**src/rtl/shift_unit.sv**
```systemverilog
// shift_unit: multi-cycle barrel-free shifter/rotator.
// Shifts the operand by at most STEP bits per cycle until the requested
// amount is consumed, then pulses done with the result held until the next
// accepted request.
// Optional feature: define SHIFT_UNIT_ROTATE_EN to build the ROR/ROL
// datapath; without it, rotate opcodes are reported as illegal.
module shift_unit #(
  parameter  int WIDTH = 32,
  parameter  int STEP  = 4,
  localparam int AW    = $clog2(WIDTH)
) (
  input  logic             clock,
  input  logic             clear,
  input  logic             start,
  input  logic [2:0]       op,
  input  logic [WIDTH-1:0] operand,
  input  logic [AW-1:0]    shift_amount,
  output logic             busy,
  output logic             done,
  output logic [WIDTH-1:0] result,
  output logic             illegal
);

  typedef enum logic [1:0] {IDLE, SHIFT, DONE} state_t;

  localparam logic [2:0] OP_SHR  = 3'b000;
  localparam logic [2:0] OP_SHRA = 3'b001;
  localparam logic [2:0] OP_SHL  = 3'b010;
`ifdef SHIFT_UNIT_ROTATE_EN
  localparam logic [2:0] OP_ROR  = 3'b011;
  localparam logic [2:0] OP_ROL  = 3'b100;
`endif

  // STEP may equal WIDTH, so it needs one bit more than a shift amount.
  localparam logic [AW:0] STEP_W = (AW+1)'(STEP);

  state_t           state_q;
  logic [2:0]       op_q;
  logic [WIDTH-1:0] work_q;
  logic [AW-1:0]    remaining_q;
  logic             busy_q;
  logic             done_q;
  logic [WIDTH-1:0] result_q;
  logic             illegal_q;

  logic [AW-1:0]    step_d;
  logic [WIDTH-1:0] work_d;
`ifdef SHIFT_UNIT_ROTATE_EN
  logic [2*WIDTH-1:0] rot_d;
`endif

  // Opcodes the current build can execute; everything else skips SHIFT.
  function automatic logic opLegal(input logic [2:0] o);
`ifdef SHIFT_UNIT_ROTATE_EN
    return (o <= 3'b100);
`else
    return (o <= 3'b010);
`endif
  endfunction

  // One shift step: move the working register by min(STEP, remaining).
  always_comb begin
    step_d = ({1'b0, remaining_q} < STEP_W) ? remaining_q : STEP_W[AW-1:0];
    work_d = work_q;
`ifdef SHIFT_UNIT_ROTATE_EN
    rot_d  = {work_q, work_q};
`endif
    case (op_q)
      OP_SHR:  work_d = work_q >> step_d;
      OP_SHRA: work_d = $signed(work_q) >>> step_d;
      OP_SHL:  work_d = work_q << step_d;
`ifdef SHIFT_UNIT_ROTATE_EN
      OP_ROR: begin
        rot_d  = {work_q, work_q} >> step_d;
        work_d = rot_d[WIDTH-1:0];
      end
      OP_ROL: begin
        rot_d  = {work_q, work_q} << step_d;
        work_d = rot_d[2*WIDTH-1:WIDTH];
      end
`endif
      default: work_d = work_q;
    endcase
  end

  // Control FSM with registered status outputs; clear wins over everything.
  always_ff @(posedge clock) begin
    if (clear) begin
      state_q     <= IDLE;
      op_q        <= 3'b000;
      work_q      <= '0;
      remaining_q <= '0;
      busy_q      <= 1'b0;
      done_q      <= 1'b0;
      result_q    <= '0;
      illegal_q   <= 1'b0;
    end else begin
      case (state_q)
        IDLE, DONE: begin
          done_q <= 1'b0;
          busy_q <= 1'b0;
          if (start) begin
            op_q        <= op;
            work_q      <= operand;
            remaining_q <= shift_amount;
            if (opLegal(op)) begin
              state_q <= SHIFT;
              busy_q  <= 1'b1;
            end else begin
              state_q   <= DONE;
              done_q    <= 1'b1;
              result_q  <= operand;
              illegal_q <= 1'b1;
            end
          end else begin
            state_q <= IDLE;
          end
        end
        SHIFT: begin
          if (remaining_q == '0) begin
            state_q   <= DONE;
            busy_q    <= 1'b0;
            done_q    <= 1'b1;
            result_q  <= work_q;
            illegal_q <= 1'b0;
          end else begin
            work_q      <= work_d;
            remaining_q <= remaining_q - step_d;
          end
        end
        default: begin
          state_q <= IDLE;
          busy_q  <= 1'b0;
          done_q  <= 1'b0;
        end
      endcase
    end
  end

  assign busy    = busy_q;
  assign done    = done_q;
  assign result  = result_q;
  assign illegal = illegal_q;

endmodule

```
**config.mk**
```make
export PLATFORM = sky130hd
export DESIGN_NAME = shift_unit
export DESIGN_NICKNAME = d
export VERILOG_FILES = /design/src/rtl/shift_unit.sv
export SDC_FILE = /design/constraint.sdc
export NUM_CORES = 1
export LEC_CHECK = 0
export ABC_AREA = 1
export CORE_MARGIN = 2
export CORE_UTILIZATION = 38
export CTS_BUF_LIST = sky130_fd_sc_hd__clkbuf_4 sky130_fd_sc_hd__clkbuf_8 sky130_fd_sc_hd__clkbuf_16
export CTS_CLUSTER_DIAMETER = 100
export CTS_CLUSTER_SIZE = 16
export DETAILED_ROUTE_END_ITERATION = 12
export GPL_ROUTABILITY_DRIVEN = 0
export GPL_TIMING_DRIVEN = 0
export SKIP_CTS_REPAIR_TIMING = 1
export SYNTH_ARGS = -nofsm -noshare
export SYNTH_HDL_FRONTEND = slang
export SYNTH_SLANG_ARGS = --single-unit
```
**constraint.sdc**
```tcl
create_clock -name clock -period 2 [get_ports clock]
set_clock_uncertainty 0.15 [all_clocks]
set_input_delay 0.2 -clock clock [delete_from_list [all_inputs] [get_ports clock]]
set_output_delay 0.2 -clock clock [all_outputs]
set_load 0.02 [all_outputs]
```
=== Word-level counts from Yosys, hierarchy flattened ===
Cells that the tools add are included.

* Register bits after elaboration: 77
* Input bits: 43
* Logic and storage cells: 59
* Output and inout bits: 35

* Mux-type cells: 27
* Equality and inequality tests: 9
* $lt $le $gt $ge: 2
* $add $sub $neg: 1
* Reductions and logical operators: 9
* Shift-type cells: 3

{| class="wikitable"
|+ Operators with widths
! operator !! count
|-
| $mux W32 || 5
|-
| $pmux W32 S2 || 2
|-
| $pmux W32 S3 || 1
|-
| $shl A32 B5 Y32 || 1
|-
| $shr A32 B5 Y32 || 1
|-
| $sshr A32 B5 Y32 || 1
|-
| $mux W5 || 3
|-
| $pmux W5 S2 || 1
|-
| $mux W1 || 8
|-
| $ne A2 B2 Y1 const B || 4
|-
| $reduce_and A4 Y1 || 2
|-
| $mux W2 || 3
|-
| $pmux W1 S2 || 3
|-
| $logic_not A5 Y1 || 1
|-
| $lt A5 B3 Y1 const B || 1
|-
| $sub A5 B5 Y5 || 1
|-
| $ne A4 B1 Y1 const B || 1
|-
| $pmux W2 S2 || 1
|-
| $eq A3 B1 Y1 const B || 1
|-
| $eq A3 B2 Y1 const B || 1
|-
| $le A3 B2 Y1 const B || 1
|-
| $logic_not A3 Y1 || 1
|-
| $reduce_and A3 Y1 || 1
|-
| $eq A2 B1 Y1 const B || 1
|-
| other kinds (5) || 5
|}

=== Depth between registers and ports, before layout ===
Gate-level depths: netlist of the first run.

* Word-level depth: 6
* Depth in mapped cells: 11

=== Least setup slack after synthesis of the first run ===
No wires, ideal clock.

* Path kind: reg2reg
* Start point: reg remaining_q[3]
* End point: reg remaining_q[4]
* Setup slack: 160 ps
* Setup time: 116 ps
* Data required time: 1734 ps
* Path buffers: 1
* Period minus slack after synthesis: 1840 ps
* Arrival: 1575 ps
* Stages on the path, launching flop included: 12
* Cells stage by stage: dfxtp_1 > nor2_4 > nand2_2 > clkbuf_1 > nand2_1 > ha_1 > a21oi_1 > o21ai_0 > nand2_1 > nand2_1 > nand2_1 > a21oi_1

* Cells in the longest elaborated chain, start to end: 5
* Elaborated cells between the ends (all ways): 8
* Classes of those cells: 1 x add/sub; 1 x order compare; 1 x eq/ne; 3 x mux; 2 x reduce/logical

{| class="wikitable"
|+ RTL lines
! what !! RTL line !! source
|-
| from (decl) || 40 || <nowiki>logic [AW-1:0] remaining_q;</nowiki>
|-
| from (signal assigned) || 105 || <nowiki>remaining_q <= shift_amount;</nowiki>
|-
| from (signal assigned) || 128 || <nowiki>remaining_q <= remaining_q - step_d;</nowiki>
|-
| $lt A5 B3 Y1 || 63 || <nowiki>step_d = ({1'b0, remaining_q} < STEP_W) ? remaining_q : STEP_W[AW-1:0];</nowiki>
|-
| $mux W5 || 63 ||
|-
| $sub A5 B5 Y5 || 128 ||
|-
| $mux W5 || 120 || <nowiki>if (remaining_q == '0) begin</nowiki>
|-
| $pmux W5 S2 || 98 || <nowiki>case (state_q)</nowiki>
|}

Parallel ways exist; a longest one is shown, timed or not. The select of a mux whose other input is x is not followed.
A chain may end at the register's enable or synchronous reset.

=== Final worst setup path of the first run ===
* Start point: reg remaining_q[4]
* End point: reg work_q[21]

* Cells in the longest elaborated chain, start to end: 6
* Elaborated cells between the ends (all ways): 11
* Classes of those cells: 1 x order compare; 1 x eq/ne; 3 x shift; 4 x mux; 2 x reduce/logical

{| class="wikitable"
|+ RTL lines
! what !! RTL line !! source
|-
| $lt A5 B3 Y1 || 63 ||
|-
| $mux W5 || 63 ||
|-
| $shl A32 B5 Y32, or another cell as far along || 71 || <nowiki>OP_SHL: work_d = work_q << step_d;</nowiki>
|-
| $pmux W32 S3 || 68 || <nowiki>case (op_q)</nowiki>
|-
| $mux W32 || 120 ||
|-
| $pmux W32 S2 || 98 ||
|-
| to (signal assigned) || 104 || <nowiki>work_q <= operand;</nowiki>
|-
| to (signal assigned) || 127 || <nowiki>work_q <= work_d;</nowiki>
|-
| to (decl) || 39 || <nowiki>logic [WIDTH-1:0] work_q;</nowiki>
|}

Parallel ways exist; a longest one is shown, timed or not. The select of a mux whose other input is x is not followed.

==> impl_metrics.env, run 1 <==
export IMPL_hold_path_class="input pin to flip-flop"
export IMPL_tightest_slew_ns=0.634
export IMPL_drv_slew=0
export IMPL_synth_top_area_share_pct=27.8
export IMPL_fin_crit_sh_pct=96.0
export IMPL_crit_required_ns=2.09
export IMPL_cts_tree="built"
export IMPL_status="complete, no violations"
export IMPL_syn2layout_area_growth_pct=28.5
export IMPL_place_worst_setup_slack_ns=-0.302
export IMPL_dieHeight_um=124
export IMPL_synth_edf_count=0
export IMPL_firstDrtPassIters=9
export IMPL_syn_avg_cell_area_um2=5.62
export IMPL_synth_area_leaders="dfxtp_1 28%, nand2_1 26%, nand3_1 9.4%"
export IMPL_seqCellArea_um2=1520
export IMPL_port_buffers=77
export IMPL_die_area_um2=15400
export IMPL_post_drt_wl_per_cell_um=17.4
export IMPL_async_flop_share_pct=0
export IMPL_setup_viol=0
export IMPL_ant_nets=0
export IMPL_cts_root_buf="clkbuf_16"
export IMPL_yosysWarnings=0
export IMPL_routed_via_density=5.52
export IMPL_cts_num_sinks=76
export IMPL_critical_path_peak_fanout=10
export IMPL_grt_pass1_wl_um=33900
export IMPL_final_cell_mix="376 x nand2_1, 102 x nand3_1, 85 x a21oi_1"
export IMPL_ys_seq_elements=76
export IMPL_post_route_util_pct=50.3
export IMPL_synth_top_area_cell="dfxtp_1"
export IMPL_critical_path_endpoint_type="flip-flop"
export IMPL_synth_area_um2=5470
export IMPL_yosysSeqAreaShare_pct=27.8
export IMPL_antenna_found_initial=0
export IMPL_syn_num_nets=1018
export IMPL_drive_above_1_share_pct=8.73
export IMPL_rows=43
export IMPL_worstSetupPathType="flip-flop to flip-flop"
export IMPL_ir_worst_vdd_v=0.000547
export IMPL_routed_wl_um=21800
export IMPL_rsz0062_at_grt="true"
export IMPL_htree_num_levels=3
export IMPL_pin_count=78
export IMPL_power_leakage_nw=3.18
export IMPL_synth_cells=974
export IMPL_clkTransAtPathRegs_ns=0.06
export IMPL_drc=0
export IMPL_fin_crit_ns=1.92
export IMPL_grtUsageTotal_pct=29.0
export IMPL_grt_max_degree=12
export IMPL_hold_violations=0
export IMPL_start_util_pct=39.1
export IMPL_synth_distinct_cells=29
export IMPL_multi_input_area_um2=3480
export IMPL_layout_nets=1117
export IMPL_startpoint_type="flip-flop"
export IMPL_holdWs_ns=0.271
export IMPL_clock_latency_ns=0.35
export IMPL_slew_headroom_pct=57.7
export IMPL_fill_cells=1566
export IMPL_vias=6940
export IMPL_core_um2=14000
export IMPL_dp_hpwl_um=15900
export IMPL_fmax_mhz=521
export IMPL_setup_ws_ns=0.0793
export IMPL_cts_buffers=9
export IMPL_grt_pass1_vias=6462
export IMPL_grt_overflow_total=0
export IMPL_cap_violations=0
export IMPL_drtIter0Drc=802
export IMPL_cp_arrival_ns=2.01
export IMPL_power_density_nw_per_um2=822
export IMPL_finalSetupTns_ns=0
export IMPL_cts_max_path_buffers=2
export IMPL_final_common_cell="nand2_1"
export IMPL_antenna_diode_count=0
export IMPL_synth_ff_type="dfxtp_1"
export IMPL_die_w_um=124
[cell families after synthesis]
group / count (synthesis) / share of synthesized area (%)
and+or+nand+nor: 577 / 43.5
AOI/OAI and AO/OA: 194 / 18.6
buffers and inverters: 124 / 9.56
DFF: 76 / 27.8
xor gates and xnor gates: 1 / 0.160
adders and majority gates: 1 / 0.229
other: 1 / 0.0685
[critical path, cell delays in order (launching register included)]
cell and delay (ns):
dfxtp_1 0.34, nor2_4 0.16, buf_12 0.13, clkbuf_2 0.29, nand4_1 0.22, nand2_1 0.14
nand2_1 0.06, nand3_1 0.10, nand2_1 0.08, nand2_1 0.07, a21oi_1 0.07
[sequential cells by signal, summed over array words and instances, names as in the netlist]
register / flops
op_q: 3
remaining_q: 5
state_q: 1
done: 1
result: 32
work_q: 32
illegal: 1
busy: 1
[path summary, 6_finish.rpt]
| path | startpoint | slack [ns] | cells after the start | end |
|---|---|---|---|---|
| max | remaining_q[4]$_SDFFE_PP0P_ | 0.08 | 10 | work_q[21]$_SDFFE_PP0P_ |
| min | shift_amount[0] | 0.27 | 3 | remaining_q[0]$_SDFFE_PP0P_ |
| max reg2reg | remaining_q[4]$_SDFFE_PP0P_ | 0.08 | 10 | work_q[21]$_SDFFE_PP0P_ |
| min reg2reg | illegal$_SDFFE_PP0P_ | 0.32 | 2 | illegal$_SDFFE_PP0P_ |
[power breakdown]
part / switching, mW / internal (mW)
clock: 0.638 / 0.924
combinational: 1.50 / 0.878
sequential: 0.152 / 1.69
total: 2.29 / 3.49
[synth_stat cells (3+ instances only)]
library cell  instances
dfxtp_1              76
buf_4                 8
inv_1                51
nand3_1             103
clkbuf_1             34
nor2_1               73
inv_2                 3
a21oi_1              86
a31oi_1              33
buf_2                20
nand4_1              13
nand2_4               3
nand2_1             377
o21ai_1              12
nand2_2               3
buf_1                 5
o21ai_0              60
[stage by stage]
step / total power [mW] / std cells / area, um2
after floorplan: 3.26 / 974 / 5470
after global placement: 4.03 / 1231 / 6470
after detailed placement: 4.02 / 1231 / 6470
after CTS: 5.60 / 1246 / 6750
after global routing: 6.13 / 1257 / 7030
final: 5.78 / 1257 / 7030
[layout make-up]
class / instances / share of cell area, %
repair buffers: 88 / 12.5
multi-input cells: 774 / 49.5
flip-flops and latches: 76 / 21.6
well taps: 180 / 3.20
clock buffers: 13 / 3.81
repair inverters: 1 / 0.0890
clock inverters: 2 / 0.142
plain buffers: 67 / 5.91
inverters: 56 / 3.24
[per-layer routing]
metal	up-vias	track usage [%]	share of wire [%]
met3	37	7.28	10
met4	0	9.13	1.8
met5	-	0	0
li1	3396	-	-
met1	3169	40.0	45
met2	338	44.6	43
No activity file was read; power rests on OpenSTA's default activity.
==> inputs of run 2 (changes only) <==
Settings changed: PLACE_DENSITY set to 0.59.
==> impl_metrics.env, run 2 (synthesis gave the netlist of run 1 again) <==
export IMPL_status="complete, no violations"
export IMPL_grt_overflow_total=0
export IMPL_rows=43
export IMPL_reg2reg_to="work_q[21]$_SDFFE_PP0P_"
export IMPL_pwr_share_seq_pct=30.3
export IMPL_cap_violations=0
export IMPL_seqCellArea_um2=1520
export IMPL_reg2reg_depth=9
export IMPL_rsz0062_at_grt="true"
export IMPL_cp_arrival_ns=2.07
export IMPL_slew_headroom_pct=45.7
export IMPL_critical_path_endpoint_type="flip-flop"
export IMPL_die_w_um=124
export IMPL_worstSetupPathType="flip-flop to flip-flop"
export IMPL_worstHoldEndpoint="remaining_q[0]$_SDFFE_PP0P_"
export IMPL_cts_num_sinks=76
export IMPL_firstDrtPassIters=5
export IMPL_post_route_util_pct=51.0
export IMPL_vias=6985
export IMPL_worst_path_buf_inv=1
export IMPL_start_util_pct=39.1
export IMPL_p_sw_mw=2.35
export IMPL_final_common_cell="nand2_1"
export IMPL_drc=0
export IMPL_multi_input_area_um2=3510
export IMPL_ant_nets=0
export IMPL_grt_pass1_vias=6209
export IMPL_clock_latency_ns=0.35
export IMPL_clkTransAtPathRegs_ns=0.06
export IMPL_crit_required_ns=2.09
export IMPL_timing_rr_start="remaining_q[4]$_SDFFE_PP0P_"
export IMPL_power_frac_comb_pct=40.1
export IMPL_hold_path_class="input pin to flip-flop"
export IMPL_grtUsageTotal_pct=28.6
export IMPL_dp_hpwl_um=15900
export IMPL_startpoint_type="flip-flop"
export IMPL_routed_wl_um=22400
export IMPL_min_from="shift_amount[0]"
export IMPL_finalPower_mw=6.07
export IMPL_drtIter0Drc=940
export IMPL_routed_via_density=5.55
export IMPL_dpl_instance_area_um2=6470
export IMPL_critical_path_peak_fanout=10
export IMPL_critPathSlowestCell="clkbuf_2"
export IMPL_antenna_diode_count=0
export IMPL_finalSetupTns_ns=0
export IMPL_cts_root_buf="clkbuf_16"
export IMPL_setup_ws_ns=0.0242
export IMPL_drive_above_1_share_pct=8.91
export IMPL_antenna_found_initial=0
export IMPL_fmax_mhz=506
export IMPL_layout_nets=1117
export IMPL_crit_chain="nor2_4 > clkbuf_2 > nand4_1 > nand2_1 > nand2_1 > nand3_1 > nand2_1 > nand2_1 > a21oi_1"
export IMPL_drv_slew=0
export IMPL_hold_violations=0
export IMPL_holdPathStages=3
export IMPL_htree_num_levels=3
export IMPL_syn2layout_area_growth_pct=30.4
export IMPL_cp_common_cell="nand2_1"
export IMPL_swShare_pct=38.6
export IMPL_power_leakage_nw=3.21
export IMPL_design_area_um2=7140
export IMPL_power_internal_mw=3.72
export IMPL_slowest_delay_ns=0.39
export IMPL_crit_family="simple AND/OR/NAND/NOR gates"
export IMPL_fin_crit_sh_pct=98.8
export IMPL_place_worst_setup_slack_ns=-0.314
export IMPL_cts_tree="built"
export IMPL_dieHeight_um=124
export IMPL_die_area_um2=15400
export IMPL_power_density_nw_per_um2=850
export IMPL_p_clk_share_pct=29.6
export IMPL_final_cell_mix="376 x nand2_1, 102 x nand3_1, 85 x a21oi_1"
export IMPL_port_buffers=77
export IMPL_cts_max_path_buffers=2
export IMPL_cp_depth=9
export IMPL_ir_worst_vdd_v=0.000608
export IMPL_grt_pass1_wl_um=33500
export IMPL_fin_crit_ns=1.98
export IMPL_worst_r2r_setup_slack_ns=0.02
export IMPL_pin_count=78
export IMPL_cts_buffers=9
export IMPL_grt_max_degree=13
export IMPL_setup_viol=0
export IMPL_tightest_slew_ns=0.814
export IMPL_post_drt_wl_per_cell_um=17.8
export IMPL_core_um2=14000
export IMPL_fill_cells=1523
## run 2: area by class of cell
cell class | count | share of cell area, %
Clock inverter | 5 | 1.05
Timing Repair Buffer | 87 | 12.3
Tap cell | 180 | 3.16
Multi-Input combinational cell | 775 | 49.1
Sequential cell | 76 | 21.4
Inverter | 56 | 3.12
Buffer | 67 | 6.31
Clock buffer | 11 | 3.45
Timing Repair inverter | 1 | 0.0877
## run 2: stage by stage
| step | hold WS, ns | instances |
|---|---|---|
| 4_1_cts | 0.268 | 1247 |
| 5_1_grt | 0.289 | 1258 |
| 3_3_place_gp | 0.304 | 1231 |
| 2_1_floorplan | 0.119 | 974 |
| 6_report | 0.273 | 1258 |
| 3_5_place_dp | 0.311 | 1231 |
## run 2: per-layer routing
metal	wire [um]	vias up	part of all wire [%]	track usage, %
met4	786	0	3.5	11.7
met3	2060	60	9.2	4.85
met1	10100	3151	45	40.7
met5	0	-	0	0
met2	9410	366	42	42.6
li1	-	3408	-	-
## run 2: tightest hold or removal path: cells and delay by family
family / cells / cell delay [ns]
compound gates: 1 / 0.06
simple gates: 1 / 0.07
buf+inv: 1 / 0.39
## run 2: power groups by stage
stage               Combinational (mW)  Sequential, mW  Clock (mW)
detailed placement                2.16            1.86           0
global placement                  2.18            1.86           0
global route                      2.64            1.86        1.88
CTS                               2.17            1.83        1.82
floorplan                         1.34            1.92           0
finish                            2.43            1.84        1.80
## run 2: worst max path at each step
stage                                     start                           to  slack (ns)
floorplan           remaining_q[3]$_SDFFE_PP0P_  remaining_q[4]$_SDFFE_PP0P_        0.16
global placement    remaining_q[2]$_SDFFE_PP0P_  remaining_q[2]$_SDFFE_PP0P_       -0.32
detailed placement  remaining_q[2]$_SDFFE_PP0P_  remaining_q[4]$_SDFFE_PP0P_       -0.31
CTS                 remaining_q[2]$_SDFFE_PP0P_  remaining_q[2]$_SDFFE_PP0P_       -0.33
global route        remaining_q[4]$_SDFFE_PP0P_      result[28]$_SDFFE_PP0P_       -0.04
finish              remaining_q[4]$_SDFFE_PP0P_      work_q[21]$_SDFFE_PP0P_        0.02
==> inputs of run 3 (changes only) <==
Settings changed: HOLD_SLACK_MARGIN set to 0.06.
==> results of run 3 <==
Same layout as run 2: the final DEF is identical, and so are final timing and power.
